### src/rtl/poly_key_tone_gen_pkg.sv
// Shared constants for the polyphonic key tone generator: note table, FSM states, octave width.
// Latency: none (package only).
// Backpressure: none (package only).
package tone_pkg;

    localparam int OCT_W  = 2;
    localparam int BASE_W = 15;

    // Half-periods in core clocks for C6..C7 at 50 MHz, index 0 = lowest pitch key
    localparam logic [BASE_W-1:0] BASE_HALF [0:7] = '{
        15'd23889, 15'd21283, 15'd18961, 15'd17897,
        15'd15944, 15'd14205, 15'd12655, 15'd11945
    };

    typedef enum logic [1:0] {
        IDLE    = 2'd0,
        PLAY    = 2'd1,
        RELEASE = 2'd2
    } state_t;

    // Table entry shifted down by the octave select; the widest result is 3 bits above the table
    function automatic logic [BASE_W+2:0] shifted_half(input logic [2:0] idx,
                                                       input logic [OCT_W-1:0] oct_sel);
        shifted_half = {3'b000, BASE_HALF[idx]} << oct_sel;
    endfunction

endpackage

### src/rtl/poly_key_tone_gen_tone_divider.sv
// Half-period counter driving a 50% square wave; new half-period is adopted only at a toggle.
// Latency: start/clear act on the next edge; first toggle comes i_start_half cycles after start.
// Backpressure: none; free-running while neither clear nor start is asserted.
module tone_divider #(
    parameter int CNT_W = 18
) (
    input  logic             clk,
    input  logic             reset,
    input  logic             i_clear,
    input  logic             i_start,
    input  logic [CNT_W-1:0] i_start_half,
    input  logic [CNT_W-1:0] i_target,
    output logic             o_tone
);

    logic [CNT_W-1:0] r_cnt;
    logic [CNT_W-1:0] r_half;
    logic             r_tone;
    logic             w_wrap;

    assign w_wrap = (r_cnt == r_half - CNT_W'(1));
    assign o_tone = r_tone;

    // Clear silences at once; start arms a fresh period; otherwise count and reload only at a toggle
    always_ff @(posedge clk) begin
        if (reset) begin
            r_cnt  <= '0;
            r_half <= '0;
            r_tone <= 1'b0;
        end else if (i_clear) begin
            r_cnt  <= '0;
            r_tone <= 1'b0;
        end else if (i_start) begin
            r_cnt  <= '0;
            r_tone <= 1'b0;
            r_half <= i_start_half;
        end else if (w_wrap) begin
            r_cnt  <= '0;
            r_tone <= ~r_tone;
            r_half <= i_target;
        end else begin
            r_cnt  <= r_cnt + CNT_W'(1);
        end
    end

endmodule

### src/rtl/poly_key_tone_gen.sv
// Scans keys on a slow tick, plays the lowest pressed key as a square wave with sustain; optional POLY_KEY_DEBOUNCE_EN.
// Latency: 2 sync cycles + wait for next scan tick (+2 ticks with POLY_KEY_DEBOUNCE_EN); enable=0 silences next cycle.
// Backpressure: none; keys are level inputs sampled only on scan ticks.
module poly_key_tone_gen
    import tone_pkg::*;
#(
    parameter int NUM_KEYS      = 8,
    parameter int CNT_W         = 18,
    parameter int SCAN_W        = 16,
    parameter int SUSTAIN_TICKS = 8
) (
    input  logic                clk,
    input  logic                reset,
    input  logic [NUM_KEYS-1:0] keys,
    input  logic [OCT_W-1:0]    oct,
    input  logic                enable,
    output logic                tone_o,
    output logic [2:0]          note_idx,
    output logic                playing
);

    localparam int SUS_W = (SUSTAIN_TICKS > 1) ? $clog2(SUSTAIN_TICKS + 1) : 1;

    logic [NUM_KEYS-1:0] r_sync1;
    logic [NUM_KEYS-1:0] r_sync2;
    logic [SCAN_W-1:0]   r_presc;
    logic                w_tick;
    logic [NUM_KEYS-1:0] w_keys;
    logic                w_any;
    logic [2:0]          w_sel;

    state_t              r_state;
    state_t              w_state_nxt;
    logic [2:0]          r_note;
    logic [2:0]          w_note_nxt;
    logic [SUS_W-1:0]    r_sus;
    logic [SUS_W-1:0]    w_sus_nxt;

    logic                w_clear;
    logic                w_start;
    logic [CNT_W-1:0]    w_start_half;
    logic [CNT_W-1:0]    w_target;

    // Two-flop synchroniser for the asynchronous key levels
    always_ff @(posedge clk) begin
        if (reset) begin
            r_sync1 <= '0;
            r_sync2 <= '0;
        end else begin
            r_sync1 <= keys;
            r_sync2 <= r_sync1;
        end
    end

    // Free-running scan prescaler; the tick is the cycle before it wraps
    always_ff @(posedge clk) begin
        if (reset) begin
            r_presc <= '0;
        end else begin
            r_presc <= r_presc + SCAN_W'(1);
        end
    end

    assign w_tick = &r_presc;

`ifdef POLY_KEY_DEBOUNCE_EN
    logic [NUM_KEYS-1:0] r_hist1;
    logic [NUM_KEYS-1:0] r_hist2;
    logic [NUM_KEYS-1:0] r_acc;
    logic                w_stable;

    // A vector seen on this tick and the two before it replaces the accepted state
    assign w_stable = (r_sync2 == r_hist1) && (r_hist1 == r_hist2);
    assign w_keys   = w_stable ? r_sync2 : r_acc;

    // Tick-rate history of raw samples and the accepted key vector
    always_ff @(posedge clk) begin
        if (reset) begin
            r_hist1 <= '0;
            r_hist2 <= '0;
            r_acc   <= '0;
        end else if (w_tick) begin
            r_hist1 <= r_sync2;
            r_hist2 <= r_hist1;
            r_acc   <= w_keys;
        end
    end
`else
    assign w_keys = r_sync2;
`endif

    assign w_any = |w_keys;

    // Lowest pressed index wins: scan from the top so the lowest hit is written last
    always_comb begin
        w_sel = '0;
        for (int i = NUM_KEYS - 1; i >= 0; i--) begin
            if (w_keys[i]) begin
                w_sel = 3'(i);
            end
        end
    end

    // FSM state, sounding note and sustain counter
    always_ff @(posedge clk) begin
        if (reset) begin
            r_state <= IDLE;
            r_note  <= '0;
            r_sus   <= '0;
        end else begin
            r_state <= w_state_nxt;
            r_note  <= w_note_nxt;
            r_sus   <= w_sus_nxt;
        end
    end

    // Next-state: disable forces IDLE at any cycle, otherwise transitions happen on ticks only
    always_comb begin
        w_state_nxt = r_state;
        w_note_nxt  = r_note;
        w_sus_nxt   = r_sus;
        if (!enable) begin
            w_state_nxt = IDLE;
        end else if (w_tick) begin
            case (r_state)
                IDLE: begin
                    if (w_any) begin
                        w_state_nxt = PLAY;
                        w_note_nxt  = w_sel;
                    end
                end
                PLAY: begin
                    if (w_any) begin
                        w_note_nxt = w_sel;
                    end else if (SUSTAIN_TICKS == 0) begin
                        w_state_nxt = IDLE;
                    end else begin
                        w_state_nxt = RELEASE;
                        w_sus_nxt   = SUS_W'(SUSTAIN_TICKS);
                    end
                end
                RELEASE: begin
                    if (w_any) begin
                        w_state_nxt = PLAY;
                        w_note_nxt  = w_sel;
                    end else if (r_sus <= SUS_W'(1)) begin
                        w_state_nxt = IDLE;
                        w_sus_nxt   = '0;
                    end else begin
                        w_sus_nxt   = r_sus - SUS_W'(1);
                    end
                end
                default: begin
                    w_state_nxt = IDLE;
                end
            endcase
        end
    end

    // A fresh note takes its pitch at once; a running note only adopts a new pitch at a toggle
    assign w_clear      = (w_state_nxt == IDLE);
    assign w_start      = (r_state == IDLE) && (w_state_nxt == PLAY);
    assign w_start_half = CNT_W'(shifted_half(w_note_nxt, oct));
    assign w_target     = CNT_W'(shifted_half(r_note, oct));

    tone_divider #(
        .CNT_W(CNT_W)
    ) u_div (
        .clk         (clk),
        .reset       (reset),
        .i_clear     (w_clear),
        .i_start     (w_start),
        .i_start_half(w_start_half),
        .i_target    (w_target),
        .o_tone      (tone_o)
    );

    assign note_idx = r_note;
    assign playing  = (r_state != IDLE);

endmodule

### config.mk
export PLATFORM = sky130hd
export DESIGN_NAME = poly_key_tone_gen
export DESIGN_NICKNAME = d
export VERILOG_FILES = /design/src/rtl/poly_key_tone_gen_pkg.sv /design/src/rtl/poly_key_tone_gen_tone_divider.sv /design/src/rtl/poly_key_tone_gen.sv
export SDC_FILE = /design/constraint.sdc
export NUM_CORES = 1
export LEC_CHECK = 0
export ABC_AREA = 1
export BUFFER_PORTS_ARGS = -buffer_cell sky130_fd_sc_hd__buf_2
export CORE_MARGIN = 4
export CORE_UTILIZATION = 55
export CTS_CLUSTER_DIAMETER = 120
export DETAILED_ROUTE_END_ITERATION = 10
export GPL_TIMING_DRIVEN = 0
export PLACE_DENSITY = 0.81
export SETUP_SLACK_MARGIN = 0.05
export SLEW_MARGIN = 20
export SYNTH_ARGS = -nofsm -noshare
export SYNTH_HDL_FRONTEND = slang
export SYNTH_HIERARCHICAL = 1
export SYNTH_SLANG_ARGS = --single-unit
### constraint.sdc
create_clock -name clk -period 3.8 [get_ports clk]
set_clock_uncertainty 0.15 [all_clocks]
set_input_delay 1.14 -clock clk [delete_from_list [all_inputs] [get_ports clk]]
set_output_delay 1.14 -clock clk [all_outputs]
set_load 0.01 [all_outputs]
==> impl_metrics.ini <==
[clock_network]
holdBufCountCts = 0
clock_sinks = 78
clk_latency_ns = 0.37
cts_buffers = 9
cts_setup_buffers = 0
clk_root_buffer_cell = clkbuf_8
cts.repair.resized = 0
clockBufferDepth = 2
cts_tree = done
clkSlewWorstSetupHoldPaths_ns = 0.08
htreeDepth = 3

[critical_path]
worst_setup_path_end_kind = register
slowest_stage = clkbuf_1
cp.required_ns = 3.91
critPathMaxFanout = 10
worst_setup_path_start_kind = input port
critical_path.max_stage_delay_ns = 0.37
critPathKind = input port to register
critPathArrivalTime_ns = 3.50
path_cells = buf_2, inv_1, nor2_4, nand4_2, inv_1, nor2_1, nor2_1, clkbuf_1, inv_1, clkbuf_1, nand4_2, buf_2, nor2_1

[cells_and_area]
layout_commonest_cell = nand2_1
final_cell_mix = nand2_1 (266), nor2_1 (146), inv_1 (118), dfxtp_1 (78), nand3_1 (76)
diodes = 0
final_nets = 952
drive_gt1_frac = 0.0908
n_fill_cell = 976
syn2layout_area_growth_pct = 8.28
stdcell_count = 1058

[synth]
async_flop_share = 0
yosysWarnings = 6
synth.avg_cell_area_um2 = 6.11
netlist_instances = 893
yosysTopAreaCell = dfxtp_1
syn_area_um2 = 5450
synth.net_count = 925
ys_types = 40
synth_edf_count = 0
synth.top_cell.area_share = 0.286
synth_area_leaders = dfxtp_1 (29%), nand2_1 (18%), nor2_1 (10%)
ys_ff_latch = 78
synth.yosys.seq_area_share = 0.286
synthFlopType = dfxtp_1

[run]
maxCapViolations = 0

[sta]
max-slew-margin-rel = 0.659
holdWs_ns = 0.254
fin_crit_ns = 3.39
fin_setup_tns_ns = 0
final_hold_viol_count = 0
fin_crit_sh = 0.892
finalSetupViolations = 0
rsz0062_at_grt = no
fmax_mhz = 295
slew_violations = 0
worst_pin_slew_ns = 0.506

[global_routing]
grt_usage = 0.221
grt_pass1_wl_um = 21000
antenna_found_initial = 0
grt_pass1_vias = 4877
grt_overflow = 0
grt_max_degree = 16

[power_and_ir_drop]
power_leakage_nw = 3.08
p_per_area_nw_per_um2 = 271
power.total_mw = 1.60
peakVddDrop_mv = 0.289

[placement]
portBuffers = 16
gp_congestion = 0.964
dp.cells = 1042
place.detailed.hpwl_um = 9060

[die]
placementRows = 36
die_x_um = 108
boundaryPins = 18
start_util = 0.561
die-area_um2 = 11600
die_h_um = 108
core_um2 = 9730

[detailed_routing]
drtIter0Drc = 254
wl_um = 11600
vias = 5230
first_pass_iters = 5
routedWlPerCell_um = 11.0
drc = 0
via_per_inst = 4.94
antenna_left = 0

[run_status]
status = finished, final reports clean

[min_path]
hp-class = register to register
[sequential cells by signal, summed over array words and instances (netlist names)]
register and cells:
u_div/r_cnt 18, u_div/r_half 18, r_presc 16, r_sync1 8, r_sync2 8, r_sus 4
note_idx 3, r_state 2, u_div/o_tone 1
[synth_stat cells, types with 3 or more instances]
master	number
nor2_1	146
inv_1	118
nand4_1	4
nand3_4	3
buf_2	10
nor3_2	3
nand2_1	266
nand3_2	4
dfxtp_1	78
nand3b_1	6
o21ai_0	39
a21oi_1	18
nand2_2	7
a31oi_1	4
xnor2_1	9
nor2_4	5
nand2_4	5
xor2_1	15
nand3_1	76
clkbuf_1	14
nor3_1	17
nor2_2	5
ha_1	19
[kinds of logic after synthesis]
| group | after synthesis | synth area share |
|---|---|---|
| buffers and inverters | 148 | 0.111 |
| xor gates and xnor gates | 24 | 0.0385 |
| AOI/OAI and AO/OA | 67 | 0.0647 |
| adders and majority gates | 19 | 0.0436 |
| DFF | 78 | 0.286 |
| muxes | 1 | 0.00184 |
| and+or+nand+nor | 556 | 0.454 |
[power by group]
part | internal, mW | switching (mW) | total, mW
Combinational | 0.0425 | 0.0834 | 0.126
Clock | 0.311 | 0.331 | 0.642
Sequential | 0.827 | 0.00388 | 0.831
Total | 1.18 | 0.418 | 1.60
[worst max-delay path: cells and delay by family]
kind	cells	cell delay (ns)
buffers and inverters	7	1.42
AND/OR/NAND/NOR	6	0.93
[metrics by stage]
stage,utilization,cell area [um^2],setup slack [ns]
floorplan,-,5450,0.779
global placement,0.586,5700,0.114
detailed placement,0.586,5700,0.128
CTS,0.607,5910,0.514
global route,0.607,5910,0.246
finish,0.607,5910,0.409
[worst paths after layout]
path	slack [ns]	startpoint	cells past startpoint	end
setup / recovery	0.41	enable	13	u_div/r_cnt[3]
hold / removal	0.25	r_sync1[3]	2	r_sync2[3]
setup reg to reg	0.57	r_presc[0]	15	u_div/r_cnt[3]
hold reg to reg	0.25	r_sync1[3]	2	r_sync2[3]
[routing by layer]
metal / part of all wire / GRT usage / wire [um]
met1: 0.49 / 0.296 / 5760
met2: 0.43 / 0.351 / 4990
met3: 0.062 / 0.0516 / 721
met4: 0.015 / 0.0730 / 172
met5: 0 / 0 / 0
[cell type report]
class	instances	area, um^2	share of cell area
buffer	29	160	0.0271
clock buffer	9	124	0.0210
clock inverter	7	81.3	0.0138
inverter	119	447	0.0756
multi-input combinational	667	3290	0.556
sequential	78	1560	0.264
tap	133	166	0.0282
timing repair buffer	16	80.1	0.0136
(Power assumes the default switching activity.)
